===== config.mk =====
export PLATFORM = sky130hd
export DESIGN_NAME = tx_frame_scheduler_flat
export DESIGN_NICKNAME = d
export VERILOG_FILES = /design/src/rtl/tx_frame_scheduler_if.sv /design/src/rtl/tx_frame_scheduler.sv /design/src/flat_wrapper.sv
export SDC_FILE = /design/constraint.sdc
export NUM_CORES = 1
export LEC_CHECK = 0
export CAP_MARGIN = 0
export CORE_MARGIN = 1
export CORE_UTILIZATION = 42
export CTS_CLUSTER_SIZE = 24
export DETAILED_ROUTE_END_ITERATION = 16
export PLACE_DENSITY = 0.75
export SYNTH_ARGS = -nofsm -noshare
export SYNTH_HDL_FRONTEND = slang
export SYNTH_SLANG_ARGS = --single-unit
export TNS_END_PERCENT = 50

===== constraint.sdc =====
create_clock -name GTX_CLK -period 2.5 [get_ports GTX_CLK]
set_clock_uncertainty 0.15 [all_clocks]
set_input_delay 0.375 -clock GTX_CLK [delete_from_list [all_inputs] [get_ports GTX_CLK]]
set_output_delay 0.375 -clock GTX_CLK [all_outputs]
set_load 0.05 [all_outputs]

===== src/rtl/tx_frame_scheduler_if.sv =====
// tx_frame_scheduler_if
//   Groups the per-source request/payload handshakes and the transmitter-side
//   GMII outputs of the transmit frame scheduler.
//   master : the scheduler (drives grants, read strobes and the frame bus)
//   slave  : the sources / transmitter side (drives requests, lengths, data)
//   Signals:
//     req_a/req_b     level request from source A/B
//     len_a/len_b     payload byte count, sampled on the grant edge
//     data_a/data_b   current payload byte of each source
//     gnt_a/gnt_b     one-cycle grant pulse
//     rd_a/rd_b       byte strobe, data captured at the edge ending a high cycle
//     TX_EN/tx_octet  frame-valid and frame octet towards the PCS transmitter
//     busy            scheduler is not idle
interface tx_frame_scheduler_if #(
  parameter int LEN_W = 11
);
  logic             req_a;
  logic             req_b;
  logic [LEN_W-1:0] len_a;
  logic [LEN_W-1:0] len_b;
  logic [7:0]       data_a;
  logic [7:0]       data_b;
  logic             gnt_a;
  logic             gnt_b;
  logic             rd_a;
  logic             rd_b;
  logic             TX_EN;
  logic [7:0]       tx_octet;
  logic             busy;

  modport master (
    input  req_a, req_b, len_a, len_b, data_a, data_b,
    output gnt_a, gnt_b, rd_a, rd_b, TX_EN, tx_octet, busy
  );

  modport slave (
    output req_a, req_b, len_a, len_b, data_a, data_b,
    input  gnt_a, gnt_b, rd_a, rd_b, TX_EN, tx_octet, busy
  );
endinterface


===== src/rtl/tx_frame_scheduler.sv =====
// tx_frame_scheduler
//   Round-robin scheduler between two frame sources in front of a 1000BASE-X
//   PCS transmitter. Emits 7 preamble octets, an SFD and the granted source's
//   payload, then holds TX_EN low for at least IPG_CYCLES cycles.
//   Ports:
//     GTX_CLK  transmit clock, rising edge
//     RESET    synchronous active-low reset
//     bus      tx_frame_scheduler_if.master (requests, payload, grants,
//              read strobes, TX_EN/tx_octet, busy)
//   All outputs are registered.
//
//   state  | meaning
//   -------+-----------------------------------------------------------
//   IDLE   | arbitrate, wait for a request
//   PRE    | 7 preamble octets (0x55), timer counts 6..0
//   SFD    | start-of-frame delimiter (0xD5), first payload byte fetched
//   DATA   | len payload octets, remaining count counts down to 0
//   IPG    | TX_EN low, timer counts IPG_CYCLES-1..0; last cycle arbitrates
module tx_frame_scheduler #(
  parameter int IPG_CYCLES = 12,
  parameter int LEN_W      = 11
) (
  input  logic                  GTX_CLK,
  input  logic                  RESET,
  tx_frame_scheduler_if.master  bus
);

  typedef enum logic [2:0] {
    S_IDLE,
    S_PRE,
    S_SFD,
    S_DATA,
    S_IPG
  } state_t;

  localparam int IPG_W = $clog2(IPG_CYCLES);
  localparam int TMR_W = (IPG_W > 3) ? IPG_W : 3;

  state_t           state_q, state_d;
  logic [TMR_W-1:0] tmr_q, tmr_d;
  logic [LEN_W-1:0] rem_q, rem_d;
  logic             sel_b_q, sel_b_d;
  logic             prefer_a_q, prefer_a_d;
  logic             gnt_a_q, gnt_a_d;
  logic             gnt_b_q, gnt_b_d;
  logic             rd_a_q, rd_a_d;
  logic             rd_b_q, rd_b_d;
  logic             tx_en_q, tx_en_d;
  logic [7:0]       tx_octet_q, tx_octet_d;
  logic             busy_q, busy_d;

  logic             arb;
  logic             rd_sel;
  logic             win_a;
  logic             win_b;
  logic [7:0]       data_sel;

  // Tie goes to whichever source was not served last.
  assign win_a    = bus.req_a & (~bus.req_b | prefer_a_q);
  assign win_b    = bus.req_b & (~bus.req_a | ~prefer_a_q);
  assign data_sel = sel_b_q ? bus.data_b : bus.data_a;

  always_comb begin
    state_d    = state_q;
    tmr_d      = tmr_q;
    rem_d      = rem_q;
    sel_b_d    = sel_b_q;
    prefer_a_d = prefer_a_q;
    gnt_a_d    = 1'b0;
    gnt_b_d    = 1'b0;
    rd_sel     = 1'b0;
    tx_en_d    = 1'b0;
    tx_octet_d = 8'h00;
    arb        = 1'b0;

    case (state_q)
      S_IDLE: arb = 1'b1;
      S_PRE: begin
        tx_en_d    = 1'b1;
        tx_octet_d = 8'h55;
        if (tmr_q == '0) begin
          state_d    = S_SFD;
          tx_octet_d = 8'hD5;
          rd_sel     = 1'b1;
        end else begin
          tmr_d = tmr_q - TMR_W'(1);
        end
      end
      S_SFD: begin
        // rem_q holds the full length here; the byte fetched now is byte 1.
        state_d    = S_DATA;
        tx_en_d    = 1'b1;
        tx_octet_d = data_sel;
        rd_sel     = (rem_q != LEN_W'(1));
        rem_d      = rem_q - LEN_W'(1);
      end
      S_DATA: begin
        if (rem_q == '0) begin
          state_d = S_IPG;
          tmr_d   = TMR_W'(IPG_CYCLES - 1);
        end else begin
          tx_en_d    = 1'b1;
          tx_octet_d = data_sel;
          rd_sel     = (rem_q != LEN_W'(1));
          rem_d      = rem_q - LEN_W'(1);
        end
      end
      S_IPG: begin
        if (tmr_q == '0) begin
          state_d = S_IDLE;
          arb     = 1'b1;
        end else begin
          tmr_d = tmr_q - TMR_W'(1);
        end
      end
      default: state_d = S_IDLE;
    endcase

    if (arb && (win_a || win_b)) begin
      state_d    = S_PRE;
      tmr_d      = TMR_W'(6);
      gnt_a_d    = win_a;
      gnt_b_d    = win_b;
      sel_b_d    = win_b;
      prefer_a_d = win_b;
      tx_en_d    = 1'b1;
      tx_octet_d = 8'h55;
      if (win_b) rem_d = (bus.len_b == '0) ? LEN_W'(1) : bus.len_b;
      else       rem_d = (bus.len_a == '0) ? LEN_W'(1) : bus.len_a;
    end

    rd_a_d = rd_sel & ~sel_b_q;
    rd_b_d = rd_sel & sel_b_q;
    busy_d = (state_d != S_IDLE);
  end

  always_ff @(posedge GTX_CLK) begin
    if (!RESET) begin
      state_q    <= S_IDLE;
      tmr_q      <= '0;
      rem_q      <= '0;
      sel_b_q    <= 1'b0;
      prefer_a_q <= 1'b1;
      gnt_a_q    <= 1'b0;
      gnt_b_q    <= 1'b0;
      rd_a_q     <= 1'b0;
      rd_b_q     <= 1'b0;
      tx_en_q    <= 1'b0;
      tx_octet_q <= 8'h00;
      busy_q     <= 1'b0;
    end else begin
      state_q    <= state_d;
      tmr_q      <= tmr_d;
      rem_q      <= rem_d;
      sel_b_q    <= sel_b_d;
      prefer_a_q <= prefer_a_d;
      gnt_a_q    <= gnt_a_d;
      gnt_b_q    <= gnt_b_d;
      rd_a_q     <= rd_a_d;
      rd_b_q     <= rd_b_d;
      tx_en_q    <= tx_en_d;
      tx_octet_q <= tx_octet_d;
      busy_q     <= busy_d;
    end
  end

  assign bus.gnt_a    = gnt_a_q;
  assign bus.gnt_b    = gnt_b_q;
  assign bus.rd_a     = rd_a_q;
  assign bus.rd_b     = rd_b_q;
  assign bus.TX_EN    = tx_en_q;
  assign bus.tx_octet = tx_octet_q;
  assign bus.busy     = busy_q;

endmodule


===== src/flat_wrapper.sv =====
// flat-port wrapper written by rule: the top's interface ports become plain ports
module tx_frame_scheduler_flat 
#(
  parameter int IPG_CYCLES = 12,
  parameter int LEN_W      = 11
)
  (GTX_CLK, RESET, bus_req_a, bus_req_b, bus_len_a, bus_len_b, bus_data_a, bus_data_b, bus_gnt_a, bus_gnt_b, bus_rd_a, bus_rd_b, bus_TX_EN, bus_tx_octet, bus_busy);
  tx_frame_scheduler_if #(.LEN_W(LEN_W)) bus_i ();
  input  logic GTX_CLK;
  input  logic RESET;
  input wire logic [$bits(bus_i.req_a)-1:0] bus_req_a;
  input wire logic [$bits(bus_i.req_b)-1:0] bus_req_b;
  input wire logic [$bits(bus_i.len_a)-1:0] bus_len_a;
  input wire logic [$bits(bus_i.len_b)-1:0] bus_len_b;
  input wire logic [$bits(bus_i.data_a)-1:0] bus_data_a;
  input wire logic [$bits(bus_i.data_b)-1:0] bus_data_b;
  output wire logic [$bits(bus_i.gnt_a)-1:0] bus_gnt_a;
  output wire logic [$bits(bus_i.gnt_b)-1:0] bus_gnt_b;
  output wire logic [$bits(bus_i.rd_a)-1:0] bus_rd_a;
  output wire logic [$bits(bus_i.rd_b)-1:0] bus_rd_b;
  output wire logic [$bits(bus_i.TX_EN)-1:0] bus_TX_EN;
  output wire logic [$bits(bus_i.tx_octet)-1:0] bus_tx_octet;
  output wire logic [$bits(bus_i.busy)-1:0] bus_busy;
  assign bus_i.req_a = bus_req_a;
  assign bus_i.req_b = bus_req_b;
  assign bus_i.len_a = bus_len_a;
  assign bus_i.len_b = bus_len_b;
  assign bus_i.data_a = bus_data_a;
  assign bus_i.data_b = bus_data_b;
  assign bus_gnt_a = bus_i.gnt_a;
  assign bus_gnt_b = bus_i.gnt_b;
  assign bus_rd_a = bus_i.rd_a;
  assign bus_rd_b = bus_i.rd_b;
  assign bus_TX_EN = bus_i.TX_EN;
  assign bus_tx_octet = bus_i.tx_octet;
  assign bus_busy = bus_i.busy;
  tx_frame_scheduler #(.IPG_CYCLES(IPG_CYCLES), .LEN_W(LEN_W)) u_core (.GTX_CLK(GTX_CLK), .RESET(RESET), .bus(bus_i));
endmodule

==> impl_metrics.yaml <==
floorplanning:
  die_x_um: 69.2
  coreArea_um2: 4350
  die-height_um: 69.2
  rows: 24
  die_area_um2: 4790
  io_pins: 56
  initial_core_util: 0.436
synthesis:
  synth_simple_gate_area_frac: 0.233
  netlist_area_um2: 1900
  syn_inst: 221
  synth.area.mux_share: 0.0969
  ys_ff_latch: 34
  synth_xor_area_frac: 0.00461
  synth_edf_count: 0
  yosysSeqAreaShare: 0.359
  dominantRegCellSynth: "dfxtp_1"
  yosysWarnings: 0
  syn-num-nets: 267
  synth_top_family_by_area: "compound AO/OA/AOI/OAI gates"
  synthAdderAreaFrac: 0.0264
  synthArstFlopShare: 0
  avgSynthCellArea_um2: 8.59
  synth_cell_types: 43
  synth_compound_area_frac: 0.236
timing:
  worst_slack_ns: 0.157
  max_slew_margin: 0.650
  fin_crit_sh: 0.937
  hold_viol: 0
  setup_tns_ns: 0
  setup_viol: 0
  post-route-min-period_ns: 2.34
  worst_pin_slew_ns: 0.521
  grt_setup_unrepaired: "false"
  drv_slew: 0
  clock.fmax_ghz: 0.427
route:
  drtIter0Drc: 154
  wl_per_cell_um: 15.2
  viasPerCell: 5.85
  ant_nets: 0
  drcViolationCount: 0
  vias: 1954
  wirelength_um: 5070
  first_pass_iters: 4
place:
  gp_congestion: 0.887
  post-place-ws_ns: 0.196
  io_buffers: 55
  dp.cells: 326
  post-dp-hpwl_um: 3780
finish:
  final_common_cell: "clkdlybuf4s50_1"
  syn2layout_area_growth_pct: 40.3
  nNetsFinal: 327
  diodes: 0
  layout-drive-gt1-share: 0.131
  fin_cells: 334
  nFillCells: 395
  final_core_util: 0.611
  final_cell_mix: "55 x clkdlybuf4s50_1, 34 x dfxtp_1, 20 x nand2_1"
cts:
  cts_tree: "yes"
  post_cts_buffers: 0
  cts-root-buf: "clkbuf_8"
  ctsResizeCount: 0
  hold_buffers: 0
  clock-sinks: 34
  cts.path.max_buffers: 2
  cts-htree-levels: 2
  clock_latency_ns: 0.29
  path_clk_slew_ns: 0.07
  cts_buffers: 5
hold_path:
  hold_path_depth: 1
  whs_endpoint: "u_core.tmr_q[0]"
  hp-class: "reg -> reg"
  hold_start: "u_core.tmr_q[0]"
worst_setup_path:
  reg2reg_depth: 7
  endpoint_kind: "flop"
  critPathKind: "reg -> reg"
  critPathSlowestCell: "or3b_2"
  cp_cell_sequence: "inv_1 -> ha_1 -> or3b_2 -> a2111o_1 -> buf_4 -> o21ai_0 -> a31oi_1"
  crit_path_max_fanout: 9
  slowest_delay_ns: 0.53
  cp.required_ns: 2.52
  worstReg2RegStart: "u_core.tmr_q[0]"
  start_kind: "flop"
  critPathArrivalTime_ns: 2.36
  r2r_end: "u_core.rem_q[7]"
  startpoint: "u_core.tmr_q[0]"
  reg2reg_setup_slack_ns: 0.16
grt:
  grt_max_degree: 27
  antenna_found_initial: 0
  grt_pass1_wl_um: 8290
  first_global_vias: 1849
  grt_overflow: 0
  grt_usage: 0.215
power_and_ir_drop:
  total_leakage_power_nw: 0.956
  irDropWorstVdd_mv: 0.441
  power.density_nw_per_um2: 649
outcome:
  status: "completed"
flow_run:
  cap_violations: 0
-- where the power goes --
part / internal, mW / leakage, nW / switching (mW)
Combinational: 0.257 / 0.622 / 0.299
Sequential: 0.605 / 0.281 / 0.0664
Clock: 0.298 / 0.0524 / 0.202
Total: 1.16 / 0.956 / 0.567
-- Yosys cell counts (2+ instances only) --
library cell / count / area share
nand2b_1: 2 / 0.0066
o311a_1: 3 / 0.016
o41ai_1: 2 / 0.0092
inv_1: 6 / 0.012
or3b_2: 2 / 0.0092
mux2_2: 11 / 0.065
o211ai_1: 4 / 0.016
o31ai_1: 6 / 0.024
nor3b_1: 2 / 0.0079
o21ai_0: 10 / 0.026
or3_1: 7 / 0.023
a311oi_1: 2 / 0.0092
nand3_1: 5 / 0.013
mux2i_1: 6 / 0.032
a31oi_1: 7 / 0.023
buf_2: 2 / 0.0053
nor4_1: 6 / 0.020
o2111ai_1: 2 / 0.0092
nand2_1: 20 / 0.040
a21oi_1: 10 / 0.026
a211oi_1: 4 / 0.016
dfxtp_1: 34 / 0.36
nor2b_1: 2 / 0.0066
a21boi_0: 3 / 0.012
nand3b_1: 2 / 0.0079
buf_1: 2 / 0.0040
or4_1: 10 / 0.040
ha_1: 4 / 0.026
nor3_1: 7 / 0.018
nor2_1: 11 / 0.022
o21a_1: 4 / 0.016
clkbuf_1: 12 / 0.024
-- how the worst max path moves through the flow --
| stage | to | slack [ns] | depth (start not counted) |
|---|---|---|---|
| floorplan | u_core.rem_q[0] | 0.1 | 8 |
| detailed placement | u_core.rem_q[7] | 0.20 | 7 |
| global placement | u_core.rem_q[7] | 0.21 | 7 |
| CTS | u_core.rem_q[7] | 0.18 | 7 |
| global route | u_core.rem_q[3] | 0.05 | 7 |
| finish | u_core.rem_q[7] | 0.16 | 7 |
-- layer usage --
metal | up-vias | track usage | part of all wire
met1 | 894 | 0.264 | 0.44
met5 | - | 0 | 0
met3 | 14 | 0.0596 | 0.062
met2 | 82 | 0.346 | 0.47
li1 | 964 | - | -
met4 | 0 | 0.104 | 0.031
-- logic make-up (layout without fill, tap and decap cells) --
group                      count (synthesis)  count (layout)
AOI/OAI and AO/OA                         63              63
xor gates and xnor gates                   1               1
adders and majority gates                  4               4
buffers and inverters                     22              83
DFF                                       34              34
muxes                                     17              17
and+or+nand+nor                           80              80
-- registers in the layout, indices dropped and copies added (netlist names) --
register and flops:
u_core.bus.gnt_b 1, u_core.tmr_q 4, u_core.sel_b_q 1, u_core.bus.busy 1, u_core.bus.tx_octet 8, u_core.prefer_a_q 1
u_core.bus.TX_EN 1, u_core.bus.rd_a 1, u_core.rem_q 11, u_core.bus.rd_b 1, u_core.bus.gnt_a 1, u_core.state_q 3
-- stage by stage --
step | instance area, um^2 | power [mW] | hold slack [ns]
finish | 2660 | 1.73 | 0.351
global route | 2660 | 1.81 | 0.371
CTS | 2660 | 1.73 | 0.352
detailed placement | 2560 | 1.23 | 0.339
global placement | 2560 | 1.22 | 0.327
floorplan | 1900 | 1.02 | 0.304
-- layout make-up --
class / instances / area, um^2 / area share
well taps: 52 / 65.1 / 0.0244
repair buffers: 69 / 656 / 0.246
clock buffers: 7 / 76.3 / 0.0287
flip-flops and latches: 34 / 681 / 0.256
clock inverters: 1 / 30.0 / 0.0113
multi-input cells: 165 / 1130 / 0.425
inverters: 6 / 22.5 / 0.00846
-- worst max-delay path, delay by kind of cell (launching register included) --
family | cells | cell delay [ns]
flip-flops | 1 | 0.34
adder cells (fa/ha/maj) | 1 | 0.15
AND/OR/NAND/NOR | 1 | 0.53
buffers and inverters | 2 | 0.28
AO/OA/AOI/OAI | 3 | 0.77
(Power assumes the default switching activity.)
